==> src/rtl/msg_scroller.sv <==
// msg_scroller: loadable message buffer scrolled left through an 8-character window with a trailing blank gap
module msg_scroller #(
  parameter int CHAR_W = 5,
  parameter int WIN_CHARS = 8,
  parameter int MAX_LEN = 32,
  parameter int GAP = 2,
  parameter logic [CHAR_W-1:0] BLANK = 5'h1F,
  parameter int ADDR_W = $clog2(MAX_LEN)
) (
  input  logic                        clk,
  input  logic                        rst,
  input  logic                        step,
  input  logic                        run,
  input  logic                        wr_en,
  input  logic [ADDR_W-1:0]           wr_addr,
  input  logic [CHAR_W-1:0]           wr_char,
  input  logic [ADDR_W:0]             msg_len,
  output logic [CHAR_W*WIN_CHARS-1:0] window,
  output logic [ADDR_W:0]             pos,
  output logic                        wrap
);
  logic [CHAR_W-1:0] mem [MAX_LEN];
  logic [ADDR_W:0] len_c, pos_nx;
  logic [ADDR_W+1:0] last;
  logic [CHAR_W-1:0] next_char;
  logic shift;
  always_comb begin
    len_c = (msg_len > (ADDR_W+1)'(MAX_LEN)) ? (ADDR_W+1)'(MAX_LEN) : msg_len;
    last = (ADDR_W+2)'(len_c) + (ADDR_W+2)'(GAP - 1);
    next_char = (pos < len_c) ? mem[pos[ADDR_W-1:0]] : BLANK;
    shift = run & step;
    pos_nx = ((ADDR_W+2)'(pos) >= last) ? '0 : pos + (ADDR_W+1)'(1);
  end
  // RAM is never cleared; reset only drops a concurrent write
  always_ff @(posedge clk)
    if (!rst && wr_en && 32'(wr_addr) < MAX_LEN) mem[wr_addr] <= wr_char;
  always_ff @(posedge clk)
    if (rst) begin
      window <= {WIN_CHARS{BLANK}};
      pos <= '0;
      wrap <= 1'b0;
    end else begin
      wrap <= shift && pos_nx == '0;
      if (shift) begin
        window <= {window[CHAR_W*WIN_CHARS-CHAR_W-1:0], next_char};
        pos <= pos_nx;
      end
    end
endmodule
==> config.mk <==
export PLATFORM = sky130hd
export DESIGN_NAME = msg_scroller
export DESIGN_NICKNAME = d
export VERILOG_FILES = /design/src/rtl/msg_scroller.sv
export SDC_FILE = /design/constraint.sdc
export NUM_CORES = 1
export LEC_CHECK = 0
export ABC_AREA = 1
export CAP_MARGIN = 5
export CORE_MARGIN = 3
export CORE_UTILIZATION = 30
export CTS_BUF_LIST = sky130_fd_sc_hd__clkbuf_4
export CTS_CLUSTER_DIAMETER = 60
export DETAILED_ROUTE_END_ITERATION = 16
export GPL_TIMING_DRIVEN = 1
export PLACE_DENSITY = 0.59
export SYNTH_ARGS = -nofsm -noshare
export SYNTH_HDL_FRONTEND = slang
export SYNTH_SLANG_ARGS = --single-unit
export TNS_END_PERCENT = 1
==> constraint.sdc <==
create_clock -name clk -period 2.7 [get_ports clk]
set_clock_uncertainty 0.1 [all_clocks]
set_input_delay 0.81 -clock clk [delete_from_list [all_inputs] [get_ports clk]]
set_output_delay 0.81 -clock clk [all_outputs]
set_load 0.02 [all_outputs]
# After elaboration in Yosys (flattened, before gate mapping)
# Memories as Yosys holds them, arrays and structs flattened. A register that Yosys moved wholly into a read port is not among the register bits.
# Index checks and enable logic that the tools add are counted.
# Widths: inputs -> output; s select.
word_totals:
  ram_bits: 160
  reg_bits: 47
  wordCells: 21
  latchBits: 0
  romBits: 0
  mem_count: 1
classes:
  n_reduce_logical: 4
  n_bitwise: 1
  shifts: 0
  n_eq_ne: 0
  div_mod_pow: 0
  muxes: 7
  add_sub_neg: 2
  n_lt_le_gt_ge: 3
  n_mul: 0
mem_list:
  columns: ["name", "words", "word_bits", "rd", "rd_ports_with_merged_regs", "wr", "line_no", "source"]
  rows:
  - ["mem", 32, 5, 1, 1, 1, "22", "logic [CHAR_W-1:0] mem [MAX_LEN];"]
op_table:
  columns: ["cell", "n"]
  rows:
  - ["$mux 5", 3]
  - ["$mux 6", 2]
  - ["$add 6x1->7 const B", 1]
  - ["$ge 6x7->1", 1]
  - ["$add 6x1->6 const B", 1]
  - ["$gt 6x6->1 const B", 1]
  - ["$logic_not 6->1", 1]
  - ["$lt 6x6->1", 1]
  - ["$logic_and 1x1->1", 2]
  - ["$mux 1", 2]
  - ["$and 1x1->1", 1]
  - ["$logic_not 1->1", 1]

# Depth between registers and ports, before layout
depth:
  ltp_word: 7
  ltp_mapped: 15

# Worst setup path after synthesis
# No wires, ideal clock.
synth_timing:
  path_kind: "input to register"
  start: "input msg_len[2]"
  end: "register wrap"
  arrival_time_ps: 2618
  path_slack_ps: -130
  setup_ps: 111
  required_time_ps: 2489
  n_path_buf: 0
  path_stages: 12
  cell_sequence: "or2_2 > nor4_1 > o21ai_0 > xor2_1 > ha_1 > a21oi_1 > o21ai_0 > nand2_1 > nand3_1 > or2_2 > nand3_1 > nor2_1"
synth_via:
  elab_chain_cells: 7
synth_rtl:
  columns: ["element", "line_no", "source"]
  rows:
  - ["start: declaration", "17", "input logic [ADDR_W:0] msg_len,"]
  - ["$gt 6x6->1", "28", "len_c = (msg_len > (ADDR_W+1)'(MAX_LEN)) ? (ADDR_W+1)'(MAX_LEN) : msg_len;"]
  - ["$mux 6 *", "28", null]
  - ["$add 6x1->7 *", "29", "last = (ADDR_W+2)'(len_c) + (ADDR_W+2)'(GAP - 1);"]
  - ["$ge 6x7->1 *", "32", "pos_nx = ((ADDR_W+2)'(pos) >= last) ? '0 : pos + (ADDR_W+1)'(1);"]
  - ["$mux 6 *", "32", null]
  - ["$logic_not 6->1 *", "43", "wrap <= shift && pos_nx == '0;"]
  - ["$logic_and 1x1->1 *", "43", null]
  - ["end signal: assignment", "41", "wrap <= 1'b0;"]
  - ["end signal: assignment", "43", null]
  - ["end: declaration", "20", "output logic wrap"]
# Every way passes the cells marked *; elsewhere a longest branch is shown, timed or not.
# A chain may end at the register's enable or synchronous reset.

# Worst setup path after layout
layout_timing:
  start: "register window[5]"
  end: "output window[5]"
layout_lines:
  columns: ["element", "line_no", "source"]
  rows:
  - ["start: declaration", "18", "output logic [CHAR_W*WIN_CHARS-1:0] window,"]
  - ["start signal: assignment", "39", "window <= {WIN_CHARS{BLANK}};"]
  - ["start signal: assignment", "45", "window <= {window[CHAR_W*WIN_CHARS-CHAR_W-1:0], next_char};"]
# No word-level cell between the ends.

==> summary.md <==
| Metric | Value |
|---|---|
| Utilization after layout | `0.379` |
| Die width | `181 µm` |
| Die H | `181 µm` |
| Yosys warnings | `0` |
| Vias after detailed routing | `6,949` |
| Share of cells above drive strength 1 | `0.144` |
| Minimum hold slack | `between 0.3 and 0.4 ns` |
| Final period utilization | `0.951` |
| Final routed DRC violation total | `0` |
| Post-synthesis sequential area ratio | `0.634` |
| Status | `finished clean` |
| Clk slew on worst S/H paths | `0.06 ns` |
| Slew @ Worst Pin | `0.808 ns` |
| Vias/cell | `~4.5` |
| Placer Congestion | `between 0.8 and 0.9` |
| CP arrival | `1.66 ns` |
| Largest stage delay on the critical path | `0.65 ns` |
| P_sw | `1760 µW` |
| Critical Path RT | `1.79 ns` |
| Num CTS Buffers | `between 50 and 60` |
| Switching Fraction | `0.248` |
| Critical path's slowest cell | `clkdlybuf4s50_1` |
| Rel. slew slack | `0.461` |
| Ys flop type | `edfxtp_1` |
| Reg power frac | `0.510` |
| Initial antenna violation count | `1` |
| GR Overflow Total | `0` |
| Critical Path Sink Type | `output port` |
| F_max | `390 MHz` |
| Synthesized area | `9220 µm²` |
| RSZ-0062 raised after global routing | `no` |
| Max Root-Sink Buffers | `3` |
| # rows | `63` |
| Starting Density | `0.308` |
| Antenna Nets Post-Route | `0` |
| Max-cap violation count | `0` |
| Post-DP HPWL | `13,800 µm` |
| Clock power share | `0.385` |
| Yosys cell types | `25` |
| Core region area | `30,000 µm²` |
| Hold WC Path Type | `flop to flop` |
| Dpl cells | `1,442` |
| Average wire per cell in the routed design | `~15 µm` |
| First-pass GRT wire length | `36,100 µm` |
| Num ports | `68` |
| Clk Latency, worst-skew pair | `between 0.6 and 0.7 ns` |
| CTS tree | `done` |
| Final hold vios | `0` |
| DR pass1 iterations | `6` |
| Final Setup Violations | `0` |
| CTS Root Cell | `clkbuf_4` |
| Vias in the first global route | `6,974` |
| PwrDens | `625 nW/µm²` |
| Post-DP Area | `10,600 µm²` |
| Internal power | `5340 µW` |
| Port Buffers | `67` |
| Largest net degree at the start of global routing | `81` |
| Nets | `~1,100` |
| Peak VDD IR | `272 µV` |
| Final WL | `22,600 µm` |
| Design area | `11,300 µm²` |
| Die area | `32,900 µm²` |
| Startpoint Class | `flop` |
| Syn nets | `around 1,000` |
| Most frequent cells in the layout | `nand2_1 (323), edfxtp_1 (160), nand3_1 (159)` |
| Setup TNS | `0 ns` |
| Setup CP Type | `flop to output port` |
| P&R area growth vs syn | `23.0%` |
| Final count of pins violating max slew | `0` |
| P_leak | `0.00493 µW` |
| Clock sinks | `212` |
| Asr flop ratio synth | `0` |
| Post-synthesis cell count | `approximately 970` |
| CP bufs+invs | `1` |
| Comb power frac | `0.105` |
| CP delay by family, top | `buffers and inverters` |
| DRC marker count from the first detailed-route iteration | `359` |
| Non-Filler Instances | `1,539` |
| Number of synthesized register bits | `212` |
| Global Route Usage Sum | `0.136` |
| Crit path cell chain | `clkdlybuf4s50_1` |
| H-tree levels | `2` |
| EDFF count, synth | `160` |
| Final min period | `2.57 ns` |
| CP max FO | `3` |
| Syn_area_per_cell | `9.53 µm²` |
| Most common cell after layout, fill and taps aside | `nand2_1` |
-- kinds of logic (layout without fill, tap and decap cells) --
| family | count (synthesis) | count (layout) | synth area share |
|---|---|---|---|
| other | 0 | 1 | 0 |
| AO/OA/AOI/OAI | 33 | 33 | 0.0187 |
| buffers and inverters | 154 | 334 | 0.0769 |
| flip-flops | 212 | 212 | 0.634 |
| adder cells (fa/ha/maj) | 14 | 14 | 0.0190 |
| XOR/XNOR | 4 | 4 | 0.00380 |
| AND/OR/NAND/NOR | 551 | 551 | 0.248 |
-- worst register-to-register path, delay by kind of cell, from the launching register on --
kind / cells / cell delay (ns)
and+or+nand+nor: 8 / 0.85
buffers and inverters: 1 / 0.57
DFF: 1 / 0.33
-- power by group through the flow --
stage | clock (µW) | combinational (µW) | sequential, µW
after floorplan | 0 | 390 | 3730
after global placement | 0 | 733 | 3690
after detailed placement | 0 | 739 | 3690
after CTS | 2820 | 743 | 3620
after global routing | 2980 | 834 | 3630
final | 2730 | 748 | 3620
-- Yosys cell counts, types with 2 or more instances --
cell	instances	area, µm²
a21oi_1	14	70.1
buf_2	11	55.1
buf_4	6	45.0
buf_6	12	135
clkbuf_1	15	56.3
dfxtp_1	52	1040
edfxtp_1	160	4800
ha_1	14	175
inv_1	106	398
nand2_1	323	1210
nand3_1	160	801
nand4_1	4	25.0
nor2_1	61	229
o211ai_1	2	15.0
o21ai_0	11	55.1
o21ai_1	5	25.0
or2_2	2	12.5
xor2_1	3	26.3
-- stage by stage --
stage	total power [µW]	setup slack, ns
final	7100	0.133
after global routing	7440	0.0395
after CTS	7180	-0.0162
after detailed placement	4430	-0.824
after global placement	4420	-0.732
after floorplan	4120	-0.0941
-- registers in the layout, indices dropped and copies added (netlist names), named ones only --
name    cells
wrap        1
pos         6
mem       160
window     40
-- final timing paths --
path	start	slack, ns	endpoint	depth (start not counted)
setup / recovery	window[5]$_SDFFE_PP1P_	0.13	window[5]	1
hold / removal	window[7]$_SDFFE_PP1P_	0.38	window[12]$_SDFFE_PP1P_	2
setup reg to reg	flop	0.79	window[4]$_SDFFE_PP1P_	9
hold reg to reg	window[7]$_SDFFE_PP1P_	0.38	window[12]$_SDFFE_PP1P_	2
-- routing by layer --
metal | routed length (µm) | up-vias | global-route usage
met1 | 9910 | 3274 | 0.172
met5 | 0 | - | 0
met2 | 11000 | 145 | 0.229
met4 | 645 | 0 | 0.0506
met3 | 1040 | 45 | 0.0278
li1 | - | 3485 | -
-- cell type report --
| class | count | area [µm²] |
|---|---|---|
| inverters | 109 | 414 |
| clock inverters | 11 | 68.8 |
| clock buffers | 84 | 631 |
| fillers | 3006 | 18600 |
| well taps | 390 | 488 |
| multi-input cells | 602 | 2730 |
| diodes | 1 | 2.50 |
| repair buffers | 130 | 1170 |
| flip-flops and latches | 212 | 5850 |
-- repair_timing --
item                       in CTS  in global routing
setup endpoints to repair       7                 13
resized for setup               8                 20
cloned                          0                  0
setup buffers                   0                  1
hold buffers                    0                  0
pin swaps                       2                 14
(Power assumes the default switching activity.)
